--- src/rtl/cache_rd_arb_pkg.sv ---
// cache_rd_arb_pkg
// Shared definitions for the cache read arbiter: FSM state encoding, grant
// encoding, dcache read-type codes and AXI burst constants.
// Imported by cache_rd_arb_pick and cache_rd_arbiter.
package cache_rd_arb_pkg;

    typedef enum logic [1:0] {
        IDLE = 2'd0,
        AR   = 2'd1,
        R    = 2'd2
    } state_e;

    typedef enum logic [1:0] {
        GNT_NONE = 2'd0,
        GNT_I    = 2'd1,
        GNT_D    = 2'd2
    } gnt_e;

    // d_r_type codes; any code not listed is handled as a word read
    localparam logic [2:0] TYPE_BYTE = 3'd0;
    localparam logic [2:0] TYPE_HALF = 3'd1;
    localparam logic [2:0] TYPE_WORD = 3'd2;
    localparam logic [2:0] TYPE_LINE = 3'd4;

    localparam logic [1:0] AXI_BURST_INCR = 2'b01;

    localparam logic [2:0] SIZE_BYTE = 3'd0;
    localparam logic [2:0] SIZE_HALF = 3'd1;
    localparam logic [2:0] SIZE_WORD = 3'd2;

endpackage

--- src/rtl/cache_rd_arb_pick.sv ---
// cache_rd_arb_pick
// Combinational grant choice between the icache and dcache read requests.
// Ports:
//   i_req   in  icache request pending
//   d_req   in  dcache request pending
//   last_d  in  1 = dcache was served last (0 = icache / tied off)
//   gnt     out chosen requester, GNT_NONE when nobody asks
// With last_d tied to 0 this reduces to fixed dcache priority.
module cache_rd_arb_pick
    import cache_rd_arb_pkg::*;
(
    input  logic i_req,
    input  logic d_req,
    input  logic last_d,
    output gnt_e gnt
);

    always_comb begin
        gnt = GNT_NONE;
        if (i_req && d_req) begin
            // conflict: favour whoever was not served last
            gnt = last_d ? GNT_I : GNT_D;
        end else if (d_req) begin
            gnt = GNT_D;
        end else if (i_req) begin
            gnt = GNT_I;
        end
    end

endmodule

--- src/rtl/cache_rd_arbiter.sv ---
// cache_rd_arbiter
// Shares one AXI read channel between the icache refill port and the dcache
// read port. One requester is granted at a time, one AR burst is issued, and
// the R beats are steered back to the granted requester only. One
// transaction outstanding at a time.
//
// Ports:
//   clk, rstn                     clock, async active-low reset
//   i_r_req/i_r_addr              icache line-read request (held until i_r_rdy)
//   i_r_data_ready                icache accepts R beat
//   i_r_rdy                       AR accepted for icache (1-cycle pulse)
//   i_ret_valid/i_ret_last        icache beat valid / last beat
//   d_r_req/d_r_addr/d_r_type     dcache request (byte/half/word/line)
//   d_r_data_ready                dcache accepts R beat
//   d_r_rdy                       AR accepted for dcache (1-cycle pulse)
//   d_ret_valid/d_ret_last        dcache beat valid / last beat
//   ret_data                      R data shared by both requesters
//   araddr/arlen/arsize/arburst/arvalid/arready   AXI AR channel
//   rdata/rvalid/rlast/rready     AXI R channel
//
// Build option: CACHE_RD_ARB_RR_EN selects round-robin arbitration using a
// last-served bit; without it the dcache has fixed priority.
module cache_rd_arbiter
    import cache_rd_arb_pkg::*;
#(
    parameter int LINE_WORDS = 16,
    parameter int ADDR_W     = 32
) (
    input  logic              clk,
    input  logic              rstn,

    input  logic              i_r_req,
    input  logic [ADDR_W-1:0] i_r_addr,
    input  logic              i_r_data_ready,
    output logic              i_r_rdy,
    output logic              i_ret_valid,
    output logic              i_ret_last,

    input  logic              d_r_req,
    input  logic [ADDR_W-1:0] d_r_addr,
    input  logic [2:0]        d_r_type,
    input  logic              d_r_data_ready,
    output logic              d_r_rdy,
    output logic              d_ret_valid,
    output logic              d_ret_last,

    output logic [31:0]       ret_data,

    output logic [ADDR_W-1:0] araddr,
    output logic [7:0]        arlen,
    output logic [2:0]        arsize,
    output logic [1:0]        arburst,
    output logic              arvalid,
    input  logic              arready,

    input  logic [31:0]       rdata,
    input  logic              rvalid,
    input  logic              rlast,
    output logic              rready
);

    // byte offset bits inside a cache line
    localparam int OFF_W = $clog2(LINE_WORDS * 4);
    localparam logic [7:0] LINE_LEN = 8'(LINE_WORDS - 1);

    state_e            state_q, state_d;
    gnt_e              gnt_q, gnt_d;
    gnt_e              pick_gnt;
    logic [ADDR_W-1:0] araddr_q, araddr_d;
    logic [7:0]        arlen_q, arlen_d;
    logic [2:0]        arsize_q, arsize_d;

    logic              last_srv;   // 1 = dcache was served last
    logic              beat_last;  // final beat of the burst is accepted

    // AR fields for the requester that would win this cycle
    logic [ADDR_W-1:0] req_addr;
    logic              req_line;
    logic [2:0]        req_size;

    //--------------------------------------------------------------------
    // Arbitration
    //--------------------------------------------------------------------
    cache_rd_arb_pick u_pick (
        .i_req  (i_r_req),
        .d_req  (d_r_req),
        .last_d (last_srv),
        .gnt    (pick_gnt)
    );

`ifdef CACHE_RD_ARB_RR_EN
    logic last_srv_q, last_srv_d;

    always_comb begin
        last_srv_d = last_srv_q;
        if (beat_last) begin
            last_srv_d = (gnt_q == GNT_D);
        end
    end

    // reset to "icache served last" so the dcache takes the first conflict
    always_ff @(posedge clk or negedge rstn) begin
        if (!rstn) begin
            last_srv_q <= 1'b0;
        end else begin
            last_srv_q <= last_srv_d;
        end
    end

    assign last_srv = last_srv_q;
`else
    // no history: conflicts always go to the dcache
    assign last_srv = 1'b0;
`endif

    //--------------------------------------------------------------------
    // AR field decode for the winning request
    //--------------------------------------------------------------------
    always_comb begin
        req_addr = d_r_addr;
        req_line = 1'b0;
        req_size = SIZE_WORD;
        if (pick_gnt == GNT_I) begin
            // icache only ever refills whole lines
            req_addr = i_r_addr;
            req_line = 1'b1;
        end else begin
            case (d_r_type)
                TYPE_BYTE: req_size = SIZE_BYTE;
                TYPE_HALF: req_size = SIZE_HALF;
                TYPE_LINE: req_line = 1'b1;
                default:   req_size = SIZE_WORD;
            endcase
        end
    end

    assign beat_last = (state_q == R) && rvalid && rready && rlast;

    //--------------------------------------------------------------------
    // FSM next state and latched AR fields
    //--------------------------------------------------------------------
    always_comb begin
        state_d  = state_q;
        gnt_d    = gnt_q;
        araddr_d = araddr_q;
        arlen_d  = arlen_q;
        arsize_d = arsize_q;
        case (state_q)
            IDLE: begin
                if (pick_gnt != GNT_NONE) begin
                    gnt_d    = pick_gnt;
                    araddr_d = req_line ? {req_addr[ADDR_W-1:OFF_W], {OFF_W{1'b0}}}
                                        : req_addr;
                    arlen_d  = req_line ? LINE_LEN : 8'd0;
                    arsize_d = req_line ? SIZE_WORD : req_size;
                    state_d  = AR;
                end
            end
            AR: begin
                if (arready) begin
                    state_d = R;
                end
            end
            R: begin
                if (beat_last) begin
                    gnt_d   = GNT_NONE;
                    state_d = IDLE;
                end
            end
            default: begin
                gnt_d   = GNT_NONE;
                state_d = IDLE;
            end
        endcase
    end

    always_ff @(posedge clk or negedge rstn) begin
        if (!rstn) begin
            state_q  <= IDLE;
            gnt_q    <= GNT_NONE;
            araddr_q <= '0;
            arlen_q  <= '0;
            arsize_q <= '0;
        end else begin
            state_q  <= state_d;
            gnt_q    <= gnt_d;
            araddr_q <= araddr_d;
            arlen_q  <= arlen_d;
            arsize_q <= arsize_d;
        end
    end

    //--------------------------------------------------------------------
    // Outputs: everything is gated by state so an ungranted side and any
    // rvalid outside R never leak through.
    //--------------------------------------------------------------------
    always_comb begin
        arvalid     = 1'b0;
        rready      = 1'b0;
        i_r_rdy     = 1'b0;
        d_r_rdy     = 1'b0;
        i_ret_valid = 1'b0;
        i_ret_last  = 1'b0;
        d_ret_valid = 1'b0;
        d_ret_last  = 1'b0;
        case (state_q)
            AR: begin
                arvalid = 1'b1;
                // rdy follows arready in the same cycle as the handshake
                i_r_rdy = arready && (gnt_q == GNT_I);
                d_r_rdy = arready && (gnt_q == GNT_D);
            end
            R: begin
                if (gnt_q == GNT_I) begin
                    rready      = i_r_data_ready;
                    i_ret_valid = rvalid;
                    i_ret_last  = rvalid && rlast;
                end else if (gnt_q == GNT_D) begin
                    rready      = d_r_data_ready;
                    d_ret_valid = rvalid;
                    d_ret_last  = rvalid && rlast;
                end
            end
            default: ;
        endcase
    end

    assign araddr   = araddr_q;
    assign arlen    = arlen_q;
    assign arsize   = arsize_q;
    assign arburst  = AXI_BURST_INCR;
    assign ret_data = rdata;

endmodule

--- config.mk ---
export PLATFORM = sky130hd
export DESIGN_NAME = cache_rd_arbiter
export DESIGN_NICKNAME = d
export VERILOG_FILES = /design/src/rtl/cache_rd_arb_pkg.sv /design/src/rtl/cache_rd_arb_pick.sv /design/src/rtl/cache_rd_arbiter.sv
export SDC_FILE = /design/constraint.sdc
export NUM_CORES = 1
export LEC_CHECK = 0
export ABC_CLOCK_PERIOD_IN_PS = 2300
export CAP_MARGIN = 25
export CORE_MARGIN = 2
export CORE_UTILIZATION = 32
export CTS_BUF_LIST = sky130_fd_sc_hd__clkbuf_8 sky130_fd_sc_hd__clkbuf_16
export DETAILED_ROUTE_END_ITERATION = 8
export PLACE_DENSITY_LB_ADDON = 0.25
export SETUP_SLACK_MARGIN = 0.02
export SYNTH_ARGS = -nofsm -noshare
export SYNTH_HDL_FRONTEND = slang
export SYNTH_HIERARCHICAL = 1
export SYNTH_SLANG_ARGS = --single-unit
--- constraint.sdc ---
create_clock -name clk -period 2.3 [get_ports clk]
set_clock_uncertainty 0.2 [all_clocks]
set_input_delay 0.345 -clock clk [delete_from_list [all_inputs] [get_ports clk]]
set_output_delay 0.345 -clock clk [all_outputs]
set_load 0.05 [all_outputs]
==> metrics.txt <==
total negative setup slack=0 ps; area of the core region=6870 sq um; die area=7860 sq um; die outline width=88.6 microns; fraction of the cycle the final worst path needs=0.918; internal power summed over all cells=2.52 mW; site row count=30; cell leakage power=1.44 nW; warning count from the yosys run=6; CTS clock-pin slew for the worst setup and hold paths=80 ps; unrepaired setup endpoints after global routing=false; Peak VDD IR=0.847 mV; synthesized area per cell=11.5 sq um; post-layout net count=402; power dissipated by switching net loads=2.21 mW; overflow left after global routing=0; routability congestion estimate from global placement=0.761; DR vias/cell=4.37; overall routed net length=5080 microns; max-slew violation total from the final report=0; Hold WS=-30.1 ps; pin count of the biggest net entering global routing=40; fraction of the yosys area taken by sequential cells=0.426; synthesized area=2290 sq um; part of the total power dissipated in the clock network=0.114; maximum level of the CTS H-tree=2; CTS hold repair buffers=0; cell area after placement=3480 sq um; arrival time reported for the critical path endpoint=2080 ps; I/O pin count=193; number of nets with antenna violations after routing=0; overall global routing resource usage=0.128; final setup vio count=0; vias in the first global route=1712; post-route insts no fill=390; delay of the slowest critical-path stage=460 ps; global-route wire length before repair=7810 microns; insertion delay of the later-clocked pin in the worst-skew pair=280 ps; post-route cell area=3580 sq um; post-CTS setup buffer count=0; placed wire-length estimate after detailed placement=3950 microns; Worst Setup Path Type=in2reg; dominant register cell in the synthesized netlist=dfrtp_1; number of enable-type register cells in the synthesized netlist=0; portion of total power attributed to sequential cells=0.262; final-report hold violation count=39; synthesized flop and latch total=39; first drt pass iteration count=4; Power Density=1320 nW/um^2; vias after detailed routing=1704; post-cts repair resize count=0; maximum clock path buffer count=2; final antenna diode count=0; total DRC errors in the routed layout=0; achievable frequency=473 MHz; Placed Cells=383; Num Clock Sinks=39; cell repeated most along the worst path=mux2_2; top fanout value on the critical path=17; startpoint of the worst register-to-register path=state_q[1]$_DFFE_PN0P_; initial core utilization=0.334; WL per Instance=13.0 microns; Chip Height=88.6 microns; number of distinct library cell variants in the gate-level netlist after synthesis=29; outcome=finished with violations; number of antenna violations at the first check in global routing=0; logic depth of the worst register-to-register path=3; destination of the worst register-to-register timing path=araddr[13]$_DFFE_PN0P_; clock tree from TritonCTS=done; part of the total power dissipated in combinational logic=0.624; type of the tightest min-delay check=in2async; crit-path cells=clkdlybuf4s50_1 -> a21boi_1 -> nor2b_4 -> buf_12 -> mux2_2 -> mux2_2; area added between synthesis and finish=56.1%; measured slew at the worst slew-check pin=876 ps; number of port buffers=120; initial detailed-routing violation count=34; number of max-cap violations=0; asr flop ratio synth=1.00; number of buffers added by the clock tree synthesis step=5; gate count after technology mapping=200; share of layout cells above drive strength 1=0.269; endpoint kind of the worst setup timing path=flop; critical path launch point type=primary input; worst slew margin relative to its limit=0.416; highest-delay cell along the critical path=clkdlybuf4s50_1; critical path required time=2270 ps; flop-to-flop setup slack=590 ps; Root Buffer=clkbuf_8; switching share of total power=0.467; failing checks=negative hold slack; final critical-path required period=2110 ps
==> registers in the layout, indices dropped and copies added (netlist names) <==
signal / cells
arlen: 1
arsize: 2
state_q: 2
gnt_q: 2
araddr: 32
==> cell type report <==
cell class / instances / area (sq um)
Fill cell: 636 / 3290
Timing Repair Buffer: 129 / 1380
Sequential cell: 39 / 976
Multi-Input combinational cell: 112 / 972
Tap cell: 96 / 120
Clock buffer: 5 / 68.8
Clock inverter: 2 / 33.8
Inverter: 7 / 26.3
==> worst max-delay path by stage <==
stage	startpoint	endpoint	slack [ps]
after global routing	i_r_req	araddr[19]$_DFFE_PN0P_	100
final	i_r_req	araddr[12]$_DFFE_PN0P_	190
after CTS	i_r_req	araddr[29]$_DFFE_PN0P_	170
after floorplan	state_q[0]$_DFFE_PN0P_	d_r_rdy	-180
after detailed placement	i_r_req	araddr[29]$_DFFE_PN0P_	-130
after global placement	i_r_req	araddr[31]$_DFFE_PN0P_	-130
==> cell families (layout without fill, tap and decap cells) <==
| family | Yosys count | after routing | synth area share |
|---|---|---|---|
| multiplexers | 57 | 57 | 0.277 |
| buffers and inverters | 56 | 143 | 0.166 |
| flip-flops | 39 | 39 | 0.426 |
| AO/OA/AOI/OAI | 23 | 23 | 0.0721 |
| AND/OR/NAND/NOR | 23 | 23 | 0.0557 |
| other | 2 | 9 | 0.00328 |
==> worst max-delay path: cells and delay by family <==
kind                   cells  cell delay [ps]
multiplexers               2              600
buffers and inverters      2              640
AO/OA/AOI/OAI              1              240
AND/OR/NAND/NOR            1              260
==> cells in the mapped netlist, drive strengths merged (2+ instances only) <==
master,n,area [sq um]
mux2,52,586
buf,48,350
dfrtp,39,976
nor2,9,33.8
inv,7,26.3
o2bb2ai,7,61.3
mux2i,5,50.1
a21oi,4,20.0
o21ai,4,20.0
nand2,3,11.3
nor2b,3,18.8
a21boi,2,15.0
conb,2,7.51
nand2b,2,12.5
nand3b,2,15.0
==> placed cells by master (no fill, tap or decap), types with 3 or more instances in the layout <==
cell type	count
a21oi_1	4
nand2_1	3
mux2i_1	5
inv_1	8
o21ai_0	3
conb_1	9
mux2_2	52
dfrtp_1	39
clkbuf_8	5
buf_4	6
o2bb2ai_1	7
buf_12	11
clkdlybuf4s50_1	111
nor2_1	9
==> power groups by stage <==
| stage | Clock [mW] | Combinational (mW) | Sequential [mW] |
|---|---|---|---|
| final | 0.539 | 2.95 | 1.24 |
| after CTS | 0.567 | 2.99 | 1.25 |
| after global routing | 0.594 | 3.10 | 1.30 |
| after global placement | 0 | 2.96 | 1.25 |
| after detailed placement | 0 | 2.98 | 1.26 |
| after floorplan | 0 | 1.07 | 2.26 |
==> per-stage QoR <==
stage / power, mW / utilization / setup WS (ps)
final: 4.73 / 0.521 / 188
after global routing: 4.99 / 0.521 / 105
after CTS: 4.80 / 0.521 / 170
after detailed placement: 4.24 / 0.506 / -131
after global placement: 4.21 / 0.506 / -129
after floorplan: 3.34 / - / -176
==> metal layers <==
layer / global-route usage / vias up / routed length [microns]
met4: 0.0510 / 0 / 71
met3: 0.0289 / 15 / 440
met1: 0.157 / 785 / 2170
li1: - / 825 / -
met5: 0 / - / 0
met2: 0.218 / 79 / 2400
Power figures use the tool's default switching activity.
